===== src/rtl/dds_pkg.sv =====
// Shared types and default widths for the DDS sweep controller.
// No logic; no latency.
// No flow control here; see dds_sweep_ctrl for the handshake rules.
package dds_pkg;

    localparam int FTW_W   = 16;
    localparam int DWELL_W = 16;

    typedef enum logic [1:0] {
        IDLE  = 2'd0,
        DWELL = 2'd1,
        STEP  = 2'd2
    } sweep_state_t;

    typedef struct packed {
        logic [FTW_W-1:0]   start;
        logic [FTW_W-1:0]   stop;
        logic [FTW_W-1:0]   step;
        logic [DWELL_W-1:0] dwell;
        logic               rpt;
    } sweep_cfg_t;

endpackage


===== src/rtl/dds_sweep_ctrl_if.sv =====
// Config handshake, sweep control and FTW output bundle for the sweep controller.
// No logic; no latency.
// cfg_valid/cfg_ready handshake; the remaining signals are pulses or levels.
interface dds_sweep_ctrl_if #(
    parameter int FTW_W   = dds_pkg::FTW_W,
    parameter int DWELL_W = dds_pkg::DWELL_W
);
    logic               cfg_valid;
    logic               cfg_ready;
    logic [FTW_W-1:0]   cfg_start;
    logic [FTW_W-1:0]   cfg_stop;
    logic [FTW_W-1:0]   cfg_step;
    logic [DWELL_W-1:0] cfg_dwell;
    logic               cfg_repeat;
    logic               start;
    logic               abort;
    logic [FTW_W-1:0]   ftw;
    logic               ftw_upd;
    logic               busy;
    logic               done;

    modport master (
        output cfg_valid, cfg_start, cfg_stop, cfg_step, cfg_dwell, cfg_repeat,
        output start, abort,
        input  cfg_ready, ftw, ftw_upd, busy, done
    );

    modport slave (
        input  cfg_valid, cfg_start, cfg_stop, cfg_step, cfg_dwell, cfg_repeat,
        input  start, abort,
        output cfg_ready, ftw, ftw_upd, busy, done
    );
endinterface


===== src/rtl/dds_dwell_cnt.sv =====
// Loadable down-counter with zero flag, used to time the dwell on each FTW.
// Load/decrement take effect on the next clk; zero flag is a decode of the register.
// No backpressure; load has priority over decrement.
module dds_dwell_cnt
    import dds_pkg::*;
#(
    parameter int W = DWELL_W
) (
    input  logic         clk,
    input  logic         rstn,
    input  logic         load,
    input  logic         dec,
    input  logic [W-1:0] load_val,
    output logic         zero
);

    logic [W-1:0] cnt;

    always_ff @(posedge clk or negedge rstn) begin
        if (!rstn) begin
            cnt <= '0;
        end else if (load) begin
            cnt <= load_val;
        end else if (dec) begin
            cnt <= cnt - {{(W-1){1'b0}}, 1'b1};
        end
    end

    assign zero = (cnt == '0);

endmodule


===== src/rtl/dds_sweep_ctrl.sv =====
// Linear FTW sweep sequencer (start->stop in fixed steps, dwell per step) feeding a DDS accumulator.
// Outputs registered: first FTW one clk after start; per-step period dwell+2 clk.
// cfg_ready only in IDLE, so config is frozen for a whole sweep; start while busy is dropped.
module dds_sweep_ctrl #(
    parameter int FTW_W   = dds_pkg::FTW_W,
    parameter int DWELL_W = dds_pkg::DWELL_W
) (
    input  logic            clk,
    input  logic            rstn,
    dds_sweep_ctrl_if.slave bus
);
    import dds_pkg::*;

    sweep_state_t     state, state_d;
    sweep_cfg_t       cfg_l, cfg_in, cfg_eff;
    logic             cfg_acc;

    logic [FTW_W-1:0] ftw_q, ftw_d;
    logic             upd_q, upd_d;
    logic             busy_q, busy_d;
    logic             done_q, done_d;

    logic               cnt_load, cnt_dec, cnt_zero;
    logic [DWELL_W-1:0] cnt_val;

    logic             down;
    logic [FTW_W:0]   sum, diff;
    logic             past_stop;
    logic [FTW_W-1:0] nxt;
    logic             final_pt;

    assign bus.cfg_ready = (state == IDLE);
    assign cfg_acc       = bus.cfg_valid && (state == IDLE);

    always_comb begin
        cfg_in.start = bus.cfg_start;
        cfg_in.stop  = bus.cfg_stop;
        cfg_in.step  = bus.cfg_step;
        cfg_in.dwell = bus.cfg_dwell;
        cfg_in.rpt   = bus.cfg_repeat;
    end

    // A start in the same cycle as a config accept must see the new config.
    assign cfg_eff = cfg_acc ? cfg_in : cfg_l;

    // Extra MSB catches carry (up) or borrow (down) so the sweep saturates at stop, never wraps.
    assign down      = (cfg_l.start > cfg_l.stop);
    assign sum       = {1'b0, ftw_q} + {1'b0, cfg_l.step};
    assign diff      = {1'b0, ftw_q} - {1'b0, cfg_l.step};
    assign past_stop = down ? (diff[FTW_W] || (diff[FTW_W-1:0] < cfg_l.stop))
                            : (sum[FTW_W]  || (sum[FTW_W-1:0]  > cfg_l.stop));
    assign nxt       = past_stop ? cfg_l.stop : (down ? diff[FTW_W-1:0] : sum[FTW_W-1:0]);
    assign final_pt  = (ftw_q == cfg_l.stop) || (cfg_l.step == '0);

    always_ff @(posedge clk or negedge rstn) begin
        if (!rstn) begin
            state <= IDLE;
        end else begin
            state <= state_d;
        end
    end

    always_comb begin
        state_d  = state;
        ftw_d    = ftw_q;
        upd_d    = 1'b0;
        busy_d   = busy_q;
        done_d   = 1'b0;
        cnt_load = 1'b0;
        cnt_dec  = 1'b0;
        cnt_val  = cfg_l.dwell;
        if (bus.abort) begin
            state_d = IDLE;
            busy_d  = 1'b0;
        end else begin
            case (state)
                IDLE: begin
                    if (bus.start) begin
                        state_d  = DWELL;
                        ftw_d    = cfg_eff.start;
                        upd_d    = 1'b1;
                        busy_d   = 1'b1;
                        cnt_load = 1'b1;
                        cnt_val  = cfg_eff.dwell;
                    end
                end
                DWELL: begin
                    if (cnt_zero) begin
                        state_d = STEP;
                    end else begin
                        cnt_dec = 1'b1;
                    end
                end
                STEP: begin
                    if (final_pt && !cfg_l.rpt) begin
                        state_d = IDLE;
                        busy_d  = 1'b0;
                        done_d  = 1'b1;
                    end else begin
                        state_d  = DWELL;
                        ftw_d    = final_pt ? cfg_l.start : nxt;
                        upd_d    = 1'b1;
                        cnt_load = 1'b1;
                    end
                end
                default: begin
                    state_d = IDLE;
                    busy_d  = 1'b0;
                end
            endcase
        end
    end

    always_ff @(posedge clk or negedge rstn) begin
        if (!rstn) begin
            ftw_q  <= '0;
            upd_q  <= 1'b0;
            busy_q <= 1'b0;
            done_q <= 1'b0;
            cfg_l  <= '0;
        end else begin
            ftw_q  <= ftw_d;
            upd_q  <= upd_d;
            busy_q <= busy_d;
            done_q <= done_d;
            if (cfg_acc) begin
                cfg_l <= cfg_in;
            end
        end
    end

    dds_dwell_cnt #(.W(DWELL_W)) u_dwell_cnt (
        .clk      (clk),
        .rstn     (rstn),
        .load     (cnt_load),
        .dec      (cnt_dec),
        .load_val (cnt_val),
        .zero     (cnt_zero)
    );

    assign bus.ftw     = ftw_q;
    assign bus.ftw_upd = upd_q;
    assign bus.busy    = busy_q;
    assign bus.done    = done_q;

endmodule

===== src/flat_wrapper.sv =====
// flat-port wrapper written by rule: the top's interface ports become plain ports
module dds_sweep_ctrl_flat import dds_pkg::*;
#(
    parameter int FTW_W   = dds_pkg::FTW_W,
    parameter int DWELL_W = dds_pkg::DWELL_W
)
  (clk, rstn, bus_cfg_valid, bus_cfg_start, bus_cfg_stop, bus_cfg_step, bus_cfg_dwell, bus_cfg_repeat, bus_start, bus_abort, bus_cfg_ready, bus_ftw, bus_ftw_upd, bus_busy, bus_done);
  dds_sweep_ctrl_if #(.FTW_W(FTW_W), .DWELL_W(DWELL_W)) bus_i ();
  input  logic clk;
  input  logic rstn;
  input wire logic [$bits(bus_i.cfg_valid)-1:0] bus_cfg_valid;
  input wire logic [$bits(bus_i.cfg_start)-1:0] bus_cfg_start;
  input wire logic [$bits(bus_i.cfg_stop)-1:0] bus_cfg_stop;
  input wire logic [$bits(bus_i.cfg_step)-1:0] bus_cfg_step;
  input wire logic [$bits(bus_i.cfg_dwell)-1:0] bus_cfg_dwell;
  input wire logic [$bits(bus_i.cfg_repeat)-1:0] bus_cfg_repeat;
  input wire logic [$bits(bus_i.start)-1:0] bus_start;
  input wire logic [$bits(bus_i.abort)-1:0] bus_abort;
  output wire logic [$bits(bus_i.cfg_ready)-1:0] bus_cfg_ready;
  output wire logic [$bits(bus_i.ftw)-1:0] bus_ftw;
  output wire logic [$bits(bus_i.ftw_upd)-1:0] bus_ftw_upd;
  output wire logic [$bits(bus_i.busy)-1:0] bus_busy;
  output wire logic [$bits(bus_i.done)-1:0] bus_done;
  assign bus_i.cfg_valid = bus_cfg_valid;
  assign bus_i.cfg_start = bus_cfg_start;
  assign bus_i.cfg_stop = bus_cfg_stop;
  assign bus_i.cfg_step = bus_cfg_step;
  assign bus_i.cfg_dwell = bus_cfg_dwell;
  assign bus_i.cfg_repeat = bus_cfg_repeat;
  assign bus_i.start = bus_start;
  assign bus_i.abort = bus_abort;
  assign bus_cfg_ready = bus_i.cfg_ready;
  assign bus_ftw = bus_i.ftw;
  assign bus_ftw_upd = bus_i.ftw_upd;
  assign bus_busy = bus_i.busy;
  assign bus_done = bus_i.done;
  dds_sweep_ctrl #(.FTW_W(FTW_W), .DWELL_W(DWELL_W)) u_core (.clk(clk), .rstn(rstn), .bus(bus_i));
endmodule

===== config.mk =====
export PLATFORM = sky130hd
export DESIGN_NAME = dds_sweep_ctrl_flat
export DESIGN_NICKNAME = d
export VERILOG_FILES = /design/src/rtl/dds_pkg.sv /design/src/rtl/dds_sweep_ctrl_if.sv /design/src/rtl/dds_dwell_cnt.sv /design/src/rtl/dds_sweep_ctrl.sv /design/src/flat_wrapper.sv
export SDC_FILE = /design/constraint.sdc
export NUM_CORES = 1
export LEC_CHECK = 0
export ABC_AREA = 1
export BUFFER_PORTS_ARGS = -buffer_cell sky130_fd_sc_hd__buf_4
export CORE_MARGIN = 4
export CORE_UTILIZATION = 60
export CTS_BUF_LIST = sky130_fd_sc_hd__clkbuf_8
export DETAILED_ROUTE_END_ITERATION = 10
export PLACE_DENSITY = 0.81
export SYNTH_ARGS = -nofsm -noshare
export SYNTH_HDL_FRONTEND = slang
export SYNTH_SLANG_ARGS = --single-unit

===== constraint.sdc =====
create_clock -name clk -period 6.7 [get_ports clk]
set_input_delay 0.67 -clock clk [delete_from_list [all_inputs] [get_ports clk]]
set_output_delay 0.67 -clock clk [all_outputs]
set_load 0.02 [all_outputs]

==> metrics.yaml, run 1 <==
critical_path:
  slowest_delay_ps: 540
  worst_setup_path_start_kind: "flip-flop"
  crit_slowest_cell: "o21ai_0"
  critPathKind: "reg2reg"
  crit_arrival_ps: 4550
  cp_common_cell: "nand2_1"
  crit_path_end_kind: "flip-flop"
  worstPathRequired_ps: 6980
  crit_fanout: 17
  path_cells: "ha_1 > o21ai_0 > nand3_1 > nand2_1 > nand3_1 > nand2_1 > nand2_1 > nand2_1 > inv_1 > ha_1 > nand4_1 > nor3_1 > nand4_1 > nand2_1 > nand3_2 > nand2_2 > nand2_1 > nand3_1 > nand2_1 > nand2_1 > nand2_1"
grt:
  grt_max_degree: 84
  grt_pass1_wl_um: 40500
  globalRoute.totalOverflow: 0
  grt_use_total: 0.308
  grt_pass1_vias: 8232
  grt_antenna_before_repair: 0
timing:
  layout_setup_ws_ps: 2430
  setup_viol: 0
  slew_headroom: 0.408
  rsz0062_at_grt: "no"
  fin_setup_tns_ps: 0
  tightest_slew_ps: 889
  fmax_mhz: 234
  finalMaxSlewViolations: 0
  skew_ps: 17.0
  timing.final.crit_period_ps: 4270
  finalHoldViolCount: 0
  finalCritPeriodShare: 0.637
synthesis:
  synth-seq-cells: 102
  synth_compound_area_frac: 0.115
  ys_seq_area_frac: 0.291
  synth_top_family_by_area: "simple AND/OR/NAND/NOR gates"
  synthSimpleGateAreaFrac: 0.320
  synthFlopType: "dfrtp_1"
  syn_avg_cell_area_um2: 6.66
  synth_cells: 1316
  synth-edff-count: 0
  ys_warn_count: 0
  synth_xor_area_frac: 0.0380
  synth_mux_area_frac: 0.0206
  synthesis.area_mm2: 0.00876
  ys_async_sr_fraction: 1.00
  synth_cell_types: 41
  synthAdderAreaFrac: 0.119
  syn_nets: 1468
clocking:
  cts.repair.resized: 0
  root_buffer: "clkbuf_8"
  numCtsBuffers: 9
  ctsHoldBuffers: 0
  post_cts_buffers: 0
  clk_path_buf_depth: 2
  cts_sinks: 102
  path_clk_slew_ps: 110
  clock_latency_ps: 390
  htreeDepth: 3
  tritoncts: "done"
placement:
  post-place-cells: 1543
  place_congestion: 1.01
  dp_slack_ps: 2580
  dp_hpwl_um: 19500
  io_buffers: 89
final_layout:
  layout-drive-gt1-share: 0.103
  finalNonFillerCells: 1557
  multiInputGateArea_mm2: 0.00537
  seqCellArea_mm2: 0.00255
  nNetsFinal: 1526
  fill_cells: 1293
  utilization: 0.686
  area_delta_synth_final_pct: 10.4
  diodes: 0
run:
  maxCapViolCount: 0
worst_hold_path:
  hold_class: "in2async"
drt:
  via_count: 8533
  drt-pass1-iter-count: 6
  post_drt_wl_per_cell_um: 16.0
  drt_wl_total_um: 25000
  antenna_left: 0
  drc: 0
  vias_per_cell: 5.48
  drt-initial-drc-count: 617
die:
  initial_utilization: 0.621
  fp.dieW_um: 129
  rows: 43
  pin_count: 90
  core_region_area_mm2: 0.0141
  fp.dieH_um: 129
  dieArea_mm2: 0.0166
power_and_ir_drop:
  power_mw: 4.90
  leakagePower_nw: 5.38
  power_density_mw_per_mm2: 507
  ir_drop_v: 0.000211
status:
  status: "finished, final reports clean"
[power by group]
part | switching, mW | leakage [nW] | total [mW] | internal [mW]
registers | 0.227 | 1.19 | 1.04 | 0.812
logic | 2.25 | 4.09 | 3.45 | 1.20
clock network | 0.238 | 0.0985 | 0.414 | 0.176
[cell families (layout without fill, tap and decap cells)]
kind of cell / Yosys count / in the layout
fa+ha+maj: 82 / 82
buf+inv: 214 / 275
xor+xnor: 38 / 38
mux: 16 / 16
flops: 102 / 102
compound gates: 189 / 189
simple gates: 675 / 675
[placed cells by master, fill, tap and decap left out, drive strengths merged, types with 9 or more instances in the layout]
| cell type | count |
|---|---|
| nand2 | 392 |
| inv | 171 |
| nor2 | 147 |
| a21oi | 112 |
| dfrtp | 102 |
| buf | 93 |
| nand3 | 93 |
| ha | 80 |
| o21ai | 66 |
| xor2 | 33 |
| nand4 | 17 |
| mux2 | 16 |
| nor3 | 11 |
| clkbuf | 9 |
[registers in the layout, indices dropped and copies added, names as in the netlist]
name	flops
u_core.state	2
u_core.bus.ftw_upd	1
u_core.cfg_l	65
u_core.bus.done	1
u_core.u_dwell_cnt.cnt	16
u_core.bus.busy	1
u_core.bus.ftw	16
[layer usage]
metal / up-vias / global-route usage / wire length (um)
met1: 3906 / 0.385 / 10500
li1: 4307 / - / -
met4: 0 / 0.122 / 758
met3: 44 / 0.0432 / 1340
met2: 276 / 0.536 / 12400
met5: - / 0 / 0
[final timing paths]
kind / end / slack [ps] / start / cells after the start
worst max-delay path: u_core.bus.ftw[14] / 2430 / u_core.bus.ftw[1] / 21
worst min-delay path: u_core.cfg_l[21] / 210 / rstn / 1
worst max register to register: u_core.bus.ftw[14] / 2430 / u_core.bus.ftw[1] / 21
worst min register to register: u_core.bus.busy / 500 / u_core.bus.busy / 2
max in group asynchronous: u_core.cfg_l[55] / 5240 / rstn / 2
min in group clk: u_core.bus.done / 470 / bus_abort / 2
[area by class of cell]
class	instances	area share
flip-flops and latches	102	0.264
multi-input cells	1000	0.555
repair buffers	93	0.0722
clock buffers	9	0.0128
clock inverters	5	0.00699
well taps	180	0.0233
inverters	168	0.0652
[stage by stage]
stage | hold WS [ps] | cell area (um^2)
floorplan | 374 | 8760
global placement | 461 | 9480
detailed placement | 472 | 9480
CTS | 220 | 9670
global route | 237 | 9670
finish | 212 | 9670
[worst max-delay path: cells and delay by family (launching register included)]
kind                     cells  cell delay (ps)
adder cells (fa/ha/maj)      2              680
buffers and inverters        1               50
flip-flops                   1              530
AND/OR/NAND/NOR             17             2360
AO/OA/AOI/OAI                1              540
[cell usage after synthesis, types with 2 or more instances]
library cell	instances	share of area
nand3_1	91	0.052
nor3_1	10	0.0057
clkbuf_1	18	0.0077
o21ai_1	8	0.0046
ha_1	80	0.11
nand2_1	388	0.17
o21bai_1	4	0.0034
a21o_1	2	0.0017
nor4_1	4	0.0029
nand2_4	2	0.0026
buf_4	4	0.0034
a21oi_1	111	0.063
nand2_2	2	0.0014
o21a_1	3	0.0026
xnor2_1	5	0.0050
o21ai_0	54	0.031
fa_1	2	0.0046
buf_1	3	0.0013
buf_2	21	0.012
nand4_1	17	0.012
nor2_1	147	0.063
or2_2	2	0.0014
mux2_2	16	0.021
inv_1	165	0.071
or2_0	2	0.0014
o21ai_2	3	0.0030
dfrtp_1	102	0.29
and2_1	4	0.0029
xor2_1	33	0.033
inv_2	2	0.00086
Power figures use the tool's default switching activity.
==> run 2: changes to the inputs <==
==> constraint.sdc (replaced) <==
create_clock -name clk -period 4.4 [get_ports clk]
set_input_delay 0.44 -clock clk [delete_from_list [all_inputs] [get_ports clk]]
set_output_delay 0.44 -clock clk [all_outputs]
set_load 0.02 [all_outputs]
==> metrics.yaml, run 2 (same netlist as run 1, synthesis figures left out) <==
status:
  status: "finished, final reports clean"
critical_path:
  r2r.worst_path.cells: 21
  r2r-start: "u_core.cfg_l[29]"
  crit_path_end_kind: "flip-flop"
  slowest_delay_ps: 470
  path_cells: "inv_1 > ha_1 > inv_1 > a21oi_1 > o21ai_0 > a21oi_1 > nand3_1 > nand2_1 > inv_1 > ha_1 > nand2_1 > nor3_1 > nand4_1 > nand2_1 > nand3_2 > nand2_2 > nand2_1 > nand3_1 > nand2_1 > nand2_1 > nand2_1"
  reg2reg_setup_slack_ps: 630
  crit_arrival_ps: 4050
  cp_top_family: "simple AND/OR/NAND/NOR gates"
  worst_setup_path_start_kind: "flip-flop"
  crit_path_end: "u_core.bus.ftw[14]"
  r2r-end: "u_core.bus.ftw[14]"
  critPathKind: "reg2reg"
  worstSetupStartpoint: "u_core.cfg_l[29]"
  crit_slowest_cell: "ha_1"
  path_depth: 21
  cp_common_cell: "nand2_1"
  critPathBufInv: 3
  crit_fanout: 15
  worstPathRequired_ps: 4680
grt:
  grt_pass1_wl_um: 40700
  grt_pass1_vias: 8169
  grt_use_total: 0.308
  grt_max_degree: 83
  globalRoute.totalOverflow: 0
  grt_antenna_before_repair: 0
run:
  maxCapViolCount: 0
timing:
  fin_setup_tns_ps: 0
  rsz0062_at_grt: "no"
  skew_ps: 15.8
  finalMaxSlewViolations: 0
  slew_headroom: 0.380
  setup_viol: 0
  layout_setup_ws_ps: 626
  finalCritPeriodShare: 0.858
  finalHoldViolCount: 0
  hold_ws_ps: 157
  tightest_slew_ps: 930
  fmax_mhz: 265
  timing.final.crit_period_ps: 3770
clocking:
  ctsHoldBuffers: 0
  cts.repair.resized: 0
  htreeDepth: 3
  numCtsBuffers: 9
  root_buffer: "clkbuf_8"
  cts_sinks: 102
  post_cts_buffers: 0
  clock_latency_ps: 390
  clk_path_buf_depth: 2
  path_clk_slew_ps: 110
  tritoncts: "done"
drt:
  vias_per_cell: 5.49
  post_drt_wl_per_cell_um: 15.9
  via_count: 8641
  drt-pass1-iter-count: 5
  drt_wl_total_um: 25000
  drt-initial-drc-count: 686
  drc: 0
  antenna_left: 0
placement:
  place_congestion: 1.04
  post_dp_cell_area_mm2: 0.00958
  io_buffers: 89
  post-place-cells: 1557
  dp_hpwl_um: 19600
  dp_slack_ps: 741
final_layout:
  largest_reg_flops: 65
  final_common_cell: "nand2_1"
  largest-register: "u_core.cfg_l"
  finalInstanceArea_mm2: 0.00975
  layout-drive-gt1-share: 0.112
  area_delta_synth_final_pct: 11.4
  nNetsFinal: 1540
  utilization: 0.692
  diodes: 0
  finalNonFillerCells: 1573
  layout_common_cells: "nand2_1 (387), inv_1 (167), nor2_1 (147), a21oi_1 (111), buf_4 (107)"
power_and_ir_drop:
  power_mw: 7.47
  ir_drop_v: 0.000302
  leakagePower_nw: 5.43
  power_density_mw_per_mm2: 766
die:
  core_region_area_mm2: 0.0141
  rows: 43
  dieArea_mm2: 0.0166
  fp.dieH_um: 129
  fp.dieW_um: 129
  pin_count: 90
  initial_utilization: 0.621
worst_hold_path:
  hold_class: "in2async"
## run 2: how the worst min path moves through the flow
stage	start	end	slack [ps]	cells after the start
3_3_place_gp	u_core.bus.busy	u_core.bus.busy	470	2
2_1_floorplan	rstn	u_core.bus.busy	140	0
4_1_cts	rstn	u_core.cfg_l[17]	210	1
6_report	rstn	u_core.cfg_l[17]	160	1
3_5_place_dp	u_core.bus.busy	u_core.bus.busy	480	2
5_1_grt	rstn	u_core.cfg_l[20]	230	1
## run 2: where the power goes
group | leakage (nW) | switching [mW] | internal [mW]
sequential | 1.19 | 0.295 | 1.24
combinational | 4.15 | 3.46 | 1.90
clock | 0.0864 | 0.369 | 0.208
## run 2: final cells by class
cell class              count  area, um^2
multi-input cells        1000        5370
inverters                 168         631
clock inverters             7        50.0
fillers                  1305        4340
repair buffers            107         803
flip-flops and latches    102        2550
clock buffers               9         124
well taps                 180         225
## run 2: layer usage
metal	part of all wire	vias up	global-route usage
li1	-	4342	-
met1	0.42	3990	0.392
met2	0.49	264	0.534
met3	0.057	45	0.0457
met4	0.030	0	0.106
met5	0	-	0
